`config.mk`:
```
export PLATFORM = sky130hd
export DESIGN_NAME = instr_fetch_unit
export DESIGN_NICKNAME = d
export VERILOG_FILES = /design/src/rtl/instr_fetch_unit.sv
export SDC_FILE = /design/constraint.sdc
export NUM_CORES = 1
export LEC_CHECK = 0
export ABC_CLOCK_PERIOD_IN_PS = 2700
export CORE_MARGIN = 4
export CORE_UTILIZATION = 52
export CTS_BUF_LIST = sky130_fd_sc_hd__clkbuf_8
export DETAILED_ROUTE_END_ITERATION = 7
export PLACE_DENSITY = 0.81
export SYNTH_ARGS = -nofsm -noshare
export SYNTH_HDL_FRONTEND = slang
export SYNTH_SLANG_ARGS = --single-unit
```
`constraint.sdc`:
```
create_clock -name clk -period 2.7 [get_ports clk]
set_input_delay 0.81 -clock clk [delete_from_list [all_inputs] [get_ports clk]]
set_output_delay 0.81 -clock clk [all_outputs]
set_load 0.005 [all_outputs]
```
`src/rtl/instr_fetch_unit.sv`:
```
`default_nettype none
// +----------------------------------------------------------------------------+
// | Module      : instr_fetch_unit                                             |
// | Description : Instruction fetch front end. Owns the program counter,       |
// |               issues single-outstanding word fetches over a req/gnt/rvalid |
// |               handshake, buffers returned words in a small prefetch FIFO   |
// |               and hands {instr, instr_pc} to the decoder with valid/ready. |
// |               Redirects flush the FIFO and re-steer the PC; a response     |
// |               that belongs to the old stream is dropped on arrival.        |
// | Ports       : clk, rst_n (async, active low)                               |
// |               imem_req/imem_addr/imem_gnt   - fetch request channel        |
// |               imem_rvalid/imem_rdata        - fetch response channel       |
// |               redirect_valid/redirect_pc    - flush and restart            |
// |               instr_valid/instr_ready/instr/instr_pc - decoder interface   |
// |               perf_fetch_cnt/perf_flush_cnt - only with IFU_PERF_CNT_EN    |
// | Options     : define IFU_PERF_CNT_EN to add the performance counters.      |
// | Revision    : 1.0 - initial release                                        |
// +----------------------------------------------------------------------------+
module instr_fetch_unit #(
   parameter logic [31:0] RESET_PC   = 32'h0000_0000,
   parameter int          FIFO_DEPTH = 2
) (
   input  logic        clk,
   input  logic        rst_n,
   output logic        imem_req,
   output logic [31:0] imem_addr,
   input  logic        imem_gnt,
   input  logic        imem_rvalid,
   input  logic [31:0] imem_rdata,
   input  logic        redirect_valid,
   input  logic [31:0] redirect_pc,
   output logic        instr_valid,
   input  logic        instr_ready,
   output logic [31:0] instr,
   output logic [31:0] instr_pc
`ifdef IFU_PERF_CNT_EN
   ,
   output logic [31:0] perf_fetch_cnt,
   output logic [31:0] perf_flush_cnt
`endif
);

   localparam int               PTR_W   = $clog2(FIFO_DEPTH);
   localparam int               CNT_W   = PTR_W + 1;
   localparam logic [CNT_W-1:0] DEPTH_C = CNT_W'(FIFO_DEPTH);
   localparam logic [PTR_W-1:0] PTR_ONE = PTR_W'(1);
   localparam logic [CNT_W-1:0] CNT_ONE = CNT_W'(1);

   localparam logic [1:0] ST_IDLE = 2'd0;
   localparam logic [1:0] ST_REQ  = 2'd1;
   localparam logic [1:0] ST_RESP = 2'd2;

   logic [1:0]       state_q, state_d;
   logic [31:0]      pc_q, pc_d;
   logic [31:0]      req_pc_q, req_pc_d;     // address of the outstanding fetch
   logic             discard_q, discard_d;   // outstanding fetch belongs to a flushed stream
   logic [31:0]      fifo_instr_q [FIFO_DEPTH];
   logic [31:0]      fifo_instr_d [FIFO_DEPTH];
   logic [31:0]      fifo_pc_q    [FIFO_DEPTH];
   logic [31:0]      fifo_pc_d    [FIFO_DEPTH];
   logic [PTR_W-1:0] rd_ptr_q, rd_ptr_d;
   logic [PTR_W-1:0] wr_ptr_q, wr_ptr_d;
   logic [CNT_W-1:0] count_q, count_d;

   logic             fifo_has_room;
   logic             fetch_fire;
   logic             resp_fire;
   logic             push;
   logic             pop;
   logic [31:0]      redirect_target;
   logic             unused_redirect_lsbs;

   assign redirect_target      = {redirect_pc[31:2], 2'b00};
   assign unused_redirect_lsbs = ^redirect_pc[1:0];

   // Requests are only raised with a free slot, and only one can be in flight,
   // so a returning response always has somewhere to go.
   assign fifo_has_room = (count_q < DEPTH_C);
   assign fetch_fire    = imem_req && imem_gnt;
   // rvalid is only meaningful while a fetch is outstanding; after a reset it is ignored.
   assign resp_fire     = (state_q == ST_RESP) && imem_rvalid;
   assign push          = resp_fire && !discard_q && !redirect_valid;
   assign pop           = instr_valid && instr_ready && !redirect_valid;

   // ---------------------------------------------------------------- FSM state
   always_ff @(posedge clk or negedge rst_n) begin
      if (!rst_n) begin
         state_q <= ST_IDLE;
      end else begin
         state_q <= state_d;
      end
   end

   // ----------------------------------------------------------- FSM next state
   // Redirects never change the request/response sequencing: a granted fetch
   // must still be waited out, it is just marked for discard.
   always_comb begin
      state_d = state_q;
      case (state_q)
         ST_IDLE: state_d = ST_REQ;
         ST_REQ:  if (fetch_fire)  state_d = ST_RESP;
         ST_RESP: if (imem_rvalid) state_d = ST_REQ;
         default: state_d = ST_IDLE;
      endcase
   end

   // -------------------------------------------------------------- FSM outputs
   always_comb begin
      imem_req  = (state_q == ST_REQ) && fifo_has_room;
      imem_addr = pc_q;
   end

   // ------------------------------------------------------ PC / discard update
   always_comb begin
      pc_d      = pc_q;
      req_pc_d  = req_pc_q;
      discard_d = discard_q;
      if (fetch_fire) begin
         pc_d     = pc_q + 32'd4;
         req_pc_d = pc_q;
      end
      if (resp_fire) begin
         discard_d = 1'b0;
      end
      if (redirect_valid) begin
         pc_d = redirect_target;
         // A fetch granted this cycle, or one still awaited, is for the old stream.
         if (fetch_fire || ((state_q == ST_RESP) && !imem_rvalid)) begin
            discard_d = 1'b1;
         end
      end
   end

   // ------------------------------------------------------------ prefetch FIFO
   always_comb begin
      fifo_instr_d = fifo_instr_q;
      fifo_pc_d    = fifo_pc_q;
      rd_ptr_d     = rd_ptr_q;
      wr_ptr_d     = wr_ptr_q;
      count_d      = count_q;
      if (redirect_valid) begin
         // Flush by collapsing the write pointer onto the read pointer; the
         // head outputs keep their last value while empty.
         wr_ptr_d = rd_ptr_q;
         count_d  = '0;
      end else begin
         if (push) begin
            fifo_instr_d[wr_ptr_q] = imem_rdata;
            fifo_pc_d[wr_ptr_q]    = req_pc_q;
            wr_ptr_d               = wr_ptr_q + PTR_ONE;
         end
         if (pop) begin
            rd_ptr_d = rd_ptr_q + PTR_ONE;
         end
         case ({push, pop})
            2'b10:   count_d = count_q + CNT_ONE;
            2'b01:   count_d = count_q - CNT_ONE;
            default: count_d = count_q;
         endcase
      end
   end

   assign instr_valid = (count_q != '0);
   assign instr       = fifo_instr_q[rd_ptr_q];
   assign instr_pc    = fifo_pc_q[rd_ptr_q];

   // ---------------------------------------------------------------- registers
   always_ff @(posedge clk or negedge rst_n) begin
      if (!rst_n) begin
         pc_q      <= RESET_PC;
         req_pc_q  <= '0;
         discard_q <= 1'b0;
         rd_ptr_q  <= '0;
         wr_ptr_q  <= '0;
         count_q   <= '0;
         for (int i = 0; i < FIFO_DEPTH; i++) begin
            fifo_instr_q[i] <= '0;
            fifo_pc_q[i]    <= '0;
         end
      end else begin
         pc_q         <= pc_d;
         req_pc_q     <= req_pc_d;
         discard_q    <= discard_d;
         rd_ptr_q     <= rd_ptr_d;
         wr_ptr_q     <= wr_ptr_d;
         count_q      <= count_d;
         fifo_instr_q <= fifo_instr_d;
         fifo_pc_q    <= fifo_pc_d;
      end
   end

   // ----------------------------------------------------- performance counters
`ifdef IFU_PERF_CNT_EN
   logic [31:0] perf_fetch_cnt_q, perf_fetch_cnt_d;
   logic [31:0] perf_flush_cnt_q, perf_flush_cnt_d;

   always_comb begin
      perf_fetch_cnt_d = perf_fetch_cnt_q;
      perf_flush_cnt_d = perf_flush_cnt_q;
      if (push) begin
         perf_fetch_cnt_d = perf_fetch_cnt_q + 32'd1;
      end
      if (redirect_valid) begin
         perf_flush_cnt_d = perf_flush_cnt_q + 32'd1;
      end
   end

   always_ff @(posedge clk or negedge rst_n) begin
      if (!rst_n) begin
         perf_fetch_cnt_q <= '0;
         perf_flush_cnt_q <= '0;
      end else begin
         perf_fetch_cnt_q <= perf_fetch_cnt_d;
         perf_flush_cnt_q <= perf_flush_cnt_d;
      end
   end

   assign perf_fetch_cnt = perf_fetch_cnt_q;
   assign perf_flush_cnt = perf_flush_cnt_q;
`else
   // Counters are not built in this configuration.
`endif

endmodule
`default_nettype wire

```
-- Word level (Yosys, flattened, before mapping)
Cells that the tools add are included.
- register bits: 199
- latch bits: 0
- RAM bits: 0
- ROM bits: 0
- bits of input ports: 70
- output and inout port bits: 98
- word-level logic and storage cells: 72
- memories kept: 0
- add/sub/neg operators: 5
- $mul: 0
- div/mod/pow operators: 0
- $lt $le $gt $ge: 4
- eq/ne operators: 6
- shift-type cells: 0
- multiplexer cells: 22
- bitwise operators: 3
- reduce and logical (&&, ||, !) cells: 21
- operators with widths (operator ; count):
    2-to-1 mux 32 bit ; 9
    bitwise mux 64 bit ; 2
    adder 32 x 3 -> 32 bit, second input constant ; 1
    demux 32 bit (select 1 bit) ; 1
    logical AND 1 bit ; 9
    2-to-1 mux 2 bit ; 3
    one-hot mux 2 bit (3 select lines) ; 1
    AND reduction 2 bit ; 3
    nonzero test 2 bit ; 3
    2-to-1 mux 1 bit ; 5
    == test 2 x 1 -> 1 bit, second input constant ; 2
    == test 2 bit, second input constant ; 2
    >= comparator 2 bit, second input constant ; 2
    != test 2 bit, second input constant ; 2
    inverter 1 -> 2 bit ; 2
    one-hot mux 2 bit (2 select lines) ; 1
    logical NOT 1 bit ; 3
    nonzero test 3 bit ; 1
    adder 1 bit, second input constant ; 2
    adder 2 x 1 -> 2 bit, second input constant ; 1
    logical NOT 2 bit ; 1
    < comparator 2 x 1 -> 1 bit, second input constant ; 1
    < comparator 2 bit, second input constant ; 1
    subtractor 2 x 1 -> 2 bit, second input constant ; 1
    other kinds (2) ; 2

-- Longest topological paths before layout
Gate-level depths: netlist (run 1).
- word-level depth: 7
- mapped depth: 7
- depth with buffers taken out: 5

-- Worst setup path before layout (run 1)
Ideal clock, no wire load.
- path kind: input to register
- start: input imem_rvalid
- end: register fifo_instr_q[34] (netlist bit)
- setup time: 0.125 ns
- data arrival time: 2.346 ns
- required time: 2.575 ns
- path slack: 0.229 ns
- stages on the path: 6
- buffers on the path: 2
- path through: inv_1 -> nor3_1 -> nor3b_1 -> clkbuf_1 -> buf_2 -> mux2_2
- word-level cells in the longest chain between the ends: 4
- ends and longest elaborated chain (item ; line ; RTL):
    start, declared ; 28 ; input logic imem_rvalid,
    logical AND 1 bit ; 81 ; assign resp_fire = (state_q == ST_RESP) && imem_rvalid;
    logical AND 1 bit (2 in series) ; 82 ; assign push = resp_fire && !discard_q && !redirect_valid;
    AND reduction 2 bit (no line) ; -- ;
    end signal, assigned ; 187 ; fifo_instr_q <= fifo_instr_d;
    end, declared ; 57 ; logic [31:0] fifo_instr_q [FIFO_DEPTH];
No other way between the ends.
A chain may end at the register's enable or synchronous reset.

-- Worst setup path in the final report (run 1)
- start: register rd_ptr_q
- end: output instr_pc[15]
- word-level cells in the longest chain between the ends: 4
- ends and longest elaborated chain (item ; line ; RTL):
    start, declared ; 61 ; logic [PTR_W-1:0] rd_ptr_q, rd_ptr_d;
    start signal, assigned ; 184 ; rd_ptr_q <= rd_ptr_d;
    inverter 1 -> 2 bit (not written as such) ; 165 ; assign instr_pc = fifo_pc_q[rd_ptr_q];
    2-to-1 mux 32 bit (not written as such) (3 in series) ; 165 ;
    end, declared ; 35 ; output logic [31:0] instr_pc
No other way between the ends. The select of a mux whose other input is x is not followed.

==> impl_metrics.json, run 1 <==
{
  "p_per_area_nw_per_um2": 889,
  "wl_per_cell_um": 17.4,
  "status": "finished, final reports clean",
  "rows": 46,
  "seqCellArea_um2": 4780,
  "syn-cell-area_um2": 8470,
  "comb_power_share_pct": 34.6,
  "cp-end-kind": "primary output",
  "hold_ws_ps": 338,
  "grt_pass1_vias": 6173,
  "cp.required_ps": 1890,
  "grt.overflow.total": 0,
  "worstMarginPinSlew_ps": 511,
  "htreeDepth": 4,
  "multiInputGateArea_um2": 3560,
  "rr_worst_depth": 5,
  "die_height_um": 136,
  "cts_tree": "yes",
  "crit_arrival_ps": 1840,
  "min_period_over_period_pct": 98.2,
  "maxCapViolCount": 0,
  "switching_power_mw": 2.90,
  "track_usage_pct": 21.0,
  "io_buffers": 161,
  "syn_inst": 692,
  "critical_path_class": "register to primary output",
  "drt-total-wl_mm": 19.1,
  "dieArea_um2": 18400,
  "vdd_drop_max_mv": 0.453,
  "path_max_fanout": 10,
  "synth_cell_type_count": 34,
  "ys_ff_latch": 191,
  "period_needed_ps": 2650,
  "grt_max_degree": 63,
  "utilization_pct": 68.8,
  "grt_pass1_wl_mm": 30.4,
  "dr.pass1.iters": 5,
  "rsz0062_at_grt": "true",
  "dieWidth_um": 136,
  "drv_slew": 0,
  "setup_viol": 0,
  "syn_area_per_cell_um2": 12.2,
  "reg2reg_slack_ps": 420,
  "skew_ps": 15.2,
  "hpwl_mm": 13.4,
  "tns_ps": 0,
  "layout_common_cells": "190 x dfrtp_1, 181 x mux2_2, 126 x nand2_1",
  "r2r-start": "count_q[1]",
  "layout_commonest_cell": "dfrtp_1",
  "root_buffer": "clkbuf_8",
  "clk_pin_slew_ps": 100,
  "ant_nets": 0,
  "max_freq_mhz": 377,
  "slew_headroom_pct": 65.9,
  "p_int_mw": 6.84,
  "cp-start-kind": "register",
  "seqPwrFrac_pct": 46.1,
  "p_clk_share_pct": 19.4,
  "gp_congestion": 0.848,
  "antenna_found_initial": 0,
  "cts.path.max_buffers": 2,
  "hold_viol": 0,
  "areaGrowthSynthToFinish_pct": 29.5,
  "core_area_um2": 15900,
  "vias": 5814,
  "ys_warn_count": 0,
  "synth-edff-count": 0,
  "r2r_end": "imem_addr[31]",
  "fin_nets": 937,
  "drive_gt1_share_pct": 29.4,
  "insertion_delay_ps": 460,
  "p_leak_nw": 5.29,
  "async_flop_share_pct": 100,
  "drt_iter0_drc": 223,
  "cts_buffers": 17,
  "swShare_pct": 29.8,
  "hold_class": "input pin to async pin",
  "drc": 0,
  "cts.sink_count": 191,
  "fillers": 1126,
  "antenna-diode-count": 0,
  "ys.flop_type": "dfrtp_1",
  "initial_core_util_pct": 53.1,
  "routed_via_density": 5.31,
  "ys_seq_area_share_pct": 56.4,
  "ios": 168,
  "p_total_mw": 9.75
}
[flip-flops by register name, indices dropped and copies added, names as in the netlist]
signal and cells:
count_q 2, discard_q 1, fifo_instr_q 64, fifo_pc_q 60, imem_addr 30, rd_ptr_q 1
req_pc_q 30, state_q 2, wr_ptr_q 1
[synth_stat cells, types with 2 or more instances]
cell type	n	area share [%]
nand3_1	13	0.77
and3_1	2	0.15
nand4bb_1	2	0.27
nor3b_1	2	0.18
inv_1	5	0.22
nor2b_1	5	0.37
or3_1	3	0.22
xor2_1	13	1.3
mux2i_1	3	0.35
mux2_2	187	25
nor2_1	12	0.53
or4_1	3	0.27
and4_1	4	0.41
o21ai_0	31	1.8
a21oi_1	2	0.12
clkbuf_1	30	1.3
a22oi_1	2	0.18
nor4_1	7	0.52
xnor2_1	15	1.6
dfrtp_1	191	56
nand2_1	126	5.6
buf_2	7	0.41
nand4_1	7	0.52
nor3_1	7	0.41
buf_4	4	0.35
[routing by layer]
layer	up-vias	global-route usage, %	part of all wire [%]
met5	-	0	0
met4	0	7.84	2.0
met3	31	3.71	5.0
met2	192	33.8	49
met1	2861	28.6	44
li1	2730	-	-
[power by group through the flow]
stage | sequential, mW | clock [mW] | combinational, mW
floorplan | 4.32 | 0 | 1.90
global placement | 4.43 | 0 | 3.49
detailed placement | 4.55 | 0 | 3.61
CTS | 4.50 | 1.94 | 3.31
global route | 4.62 | 2.05 | 3.67
finish | 4.49 | 1.89 | 3.37
[final cells by class]
| class | instances | area share [%] |
|---|---|---|
| sequential | 191 | 43.6 |
| multi-input combinational | 458 | 32.5 |
| timing repair buffer | 193 | 17.6 |
| tap | 216 | 2.46 |
| clock buffer | 17 | 2.13 |
| clock inverter | 15 | 1.54 |
| inverter | 5 | 0.171 |
[how the worst max path moves through the flow]
stage / startpoint / endpoint / cells after the start
after CTS: rd_ptr_q / instr_pc[3] / 3
after detailed placement: imem_gnt / imem_addr[31] / 6
after global placement: imem_gnt / imem_addr[31] / 6
after floorplan: imem_rvalid / fifo_instr_q[34] / 6
final: rd_ptr_q / instr_pc[15] / 4
after global routing: rd_ptr_q / instr_pc[15] / 4
[worst max-delay path, cell delays in order, from the launching register on]
cell,delay [ps]
dfrtp_2,470
buf_4,170
clkbuf_16,170
mux2_4,310
dlygate4sd2_1,260
[cell families after synthesis]
logic type / synth area share, %
other: 0.0443
multiplexers: 25.2
flip-flops: 56.4
adder cells (fa/ha/maj): 0.148
AND/OR/NAND/NOR: 10.5
buffers and inverters: 2.32
AO/OA/AOI/OAI: 2.47
XOR/XNOR: 2.90
[what timing repair did]
action	CTS	global route
resized for setup	67	2
endpoints found under the setup margin	62	1
hold buffers	0	0
setup buffers	0	5
gates cloned	0	2
[per-stage QoR]
step | instance area (um^2) | setup WS, ps | instances
6_report | 11000 | 49.8 | 1095
3_5_place_dp | 10500 | -267 | 1056
5_1_grt | 11000 | -12.6 | 1095
4_1_cts | 10900 | -105 | 1088
2_1_floorplan | 8480 | 229 | 695
3_3_place_gp | 10500 | -254 | 1056
Note: power is estimated with default switching activity, not from simulation.
==> run 2, diff against run 1 <==
--- a/config.mk
+++ b/config.mk
@@ -6,11 +6,14 @@
 export NUM_CORES = 1
 export LEC_CHECK = 0
 export ABC_CLOCK_PERIOD_IN_PS = 2700
+export CELL_PAD_IN_SITES_DETAIL_PLACEMENT = 1
+export CELL_PAD_IN_SITES_GLOBAL_PLACEMENT = 2
 export CORE_MARGIN = 4
-export CORE_UTILIZATION = 52
+export CORE_UTILIZATION = 35
 export CTS_BUF_LIST = sky130_fd_sc_hd__clkbuf_8
 export DETAILED_ROUTE_END_ITERATION = 7
-export PLACE_DENSITY = 0.81
+export PLACE_DENSITY = 0.82
+export REMOVE_ABC_BUFFERS = 1
 export SYNTH_ARGS = -nofsm -noshare
 export SYNTH_HDL_FRONTEND = slang
 export SYNTH_SLANG_ARGS = --single-unit
==> run 2 against run 1 <==
Clock power grew 14%. Total power increased by 2.7%. Sequential power about the same. Design area increased by 2.3%. Critical path depth stayed put. Largest power group unchanged. Highest routed layer unchanged.
==> impl_metrics.json, run 2 (synthesis results as in run 1) <==
{
  "skew_ps": 18.8,
  "ant_nets": 0,
  "gp_congestion": 0.733,
  "initial_core_util_pct": 35.9,
  "pre_cts_slack_ps": -284,
  "grt_max_degree": 60,
  "layout_commonest_cell": "dfrtp_1",
  "fillers": 2546,
  "ios": 168,
  "grt_pass1_vias": 6275,
  "cts.sink_count": 191,
  "seqCellArea_um2": 4780,
  "hold_class": "input pin to async pin",
  "track_usage_pct": 16.8,
  "antenna-diode-count": 0,
  "areaGrowthSynthToFinish_pct": 32.4,
  "status": "finished, final reports clean",
  "clk_pin_slew_ps": 110,
  "layout_common_cells": "190 x dfrtp_1, 187 x mux2_2, 126 x nand2_1",
  "grt.overflow.total": 0,
  "hold_ws_ps": 268,
  "io_buffers": 161,
  "hold_viol": 0,
  "largest_register_ffs": 64,
  "fin_cells": 1205,
  "crit_arrival_ps": 1830,
  "p_per_area_nw_per_um2": 893,
  "cts_hold_buf": 0,
  "cp-start-kind": "register",
  "hpwl_mm": 15.5,
  "drive_gt1_share_pct": 30.0,
  "insertion_delay_ps": 470,
  "cp-end-kind": "primary output",
  "cts.path.max_buffers": 2,
  "antenna_found_initial": 0,
  "min_period_over_period_pct": 97.7,
  "fin_ws_ps": 62.9,
  "rows": 56,
  "drt-total-wl_mm": 22.0,
  "finalInstanceArea_um2": 11200,
  "top_register": "fifo_instr_q",
  "maxCapViolCount": 0,
  "multiInputGateArea_um2": 3550,
  "fin_nets": 944,
  "htreeDepth": 4,
  "dieWidth_um": 164,
  "cp.required_ps": 1890,
  "dr.pass1.iters": 4,
  "max_freq_mhz": 379,
  "drt_iter0_drc": 203,
  "root_buffer": "clkbuf_8",
  "drv_slew": 0,
  "dieArea_um2": 26700,
  "drc": 0,
  "cts_tree": "yes",
  "largestRegisters": "fifo_instr_q (64), fifo_pc_q (60)",
  "core_area_um2": 23600,
  "critical_path_class": "register to primary output",
  "die_height_um": 164,
  "vias": 5863,
  "p_leak_nw": 5.30,
  "wl_per_cell_um": 18.2,
  "vdd_drop_max_mv": 0.310,
  "cts_buffers": 17,
  "placed_cells": 1169,
  "setup_viol": 0,
  "period_needed_ps": 2640,
  "postPlaceCellArea_um2": 10700,
  "routed_via_density": 4.87,
  "path_max_fanout": 7,
  "grt_pass1_wl_mm": 35.5,
  "rsz0062_at_grt": "true"
}
run 2: cell count changes in the layout (fill, tap and decap cells not counted), sizes merged:
cell,previous run,this run
clkdlybuf4s15,0,7
inv,9,12
buf,31,40
dlymetal6s2s,1,0
bufinv,3,4
clkbuf,20,18
dlygate4sd2,61,55
clkinv,6,2
run 2: power by group:
part	internal, mW	switching (mW)	total, mW
clock network	1.04	1.12	2.16
logic	2.08	1.29	3.37
registers	3.86	0.615	4.48
run 2: worst paths after layout:
check / from / end / slack (ps) / cells after the start
min: rst_n / fifo_instr_q[21] / 270 / 1
min in group clk: req_pc_q[16] / req_pc_q[16] / 500 / 2
min reg2reg: req_pc_q[16] / req_pc_q[16] / 500 / 2
max reg2reg: count_q[1] / imem_addr[31] / 390 / 5
max in group asynchronous: rst_n / fifo_instr_q[47] / 1620 / 2
max: rd_ptr_q / instr[17] / 60 / 4
run 2: through the flow:
stage / power, mW / TNS [ps] / utilization [%]
floorplan: 6.18 / -379340 / -
global placement: 8.05 / -2370 / 45.4
detailed placement: 8.19 / -2890 / 45.4
CTS: 10.2 / 0 / 47.4
global route: 10.7 / -3.63 / 47.5
finish: 10.0 / 0 / 47.5
run 2: timing repair:
| action | in CTS | in global routing |
|---|---|---|
| setup buffers | 3 | 0 |
| gates resized for setup | 63 | 8 |
| gates cloned | 1 | 0 |
| endpoints found under the hold margin | 0 | 0 |
| setup endpoints to repair | 62 | 9 |
run 2: cell type report:
cell class / instances / area share, %
flip-flops and latches: 191 / 42.7
multi-input cells: 458 / 31.6
repair buffers: 200 / 17.9
well taps: 319 / 3.56
clock buffers: 17 / 2.09
clock inverters: 15 / 2.02
inverters: 5 / 0.167
run 2: metal layers:
metal	GRT usage, %	vias up	wire, um
met1	22.8	2985	10100
met3	3.66	13	999
li1	-	2751	-
met4	3.55	0	161
met5	0	-	0
met2	27.8	114	10700
run 2: critical path: stages, from the launching register on:
cell           delay (ps)
dfrtp_4               510
buf_12                150
buf_4                 160
mux2_2                280
dlygate4sd2_1         260
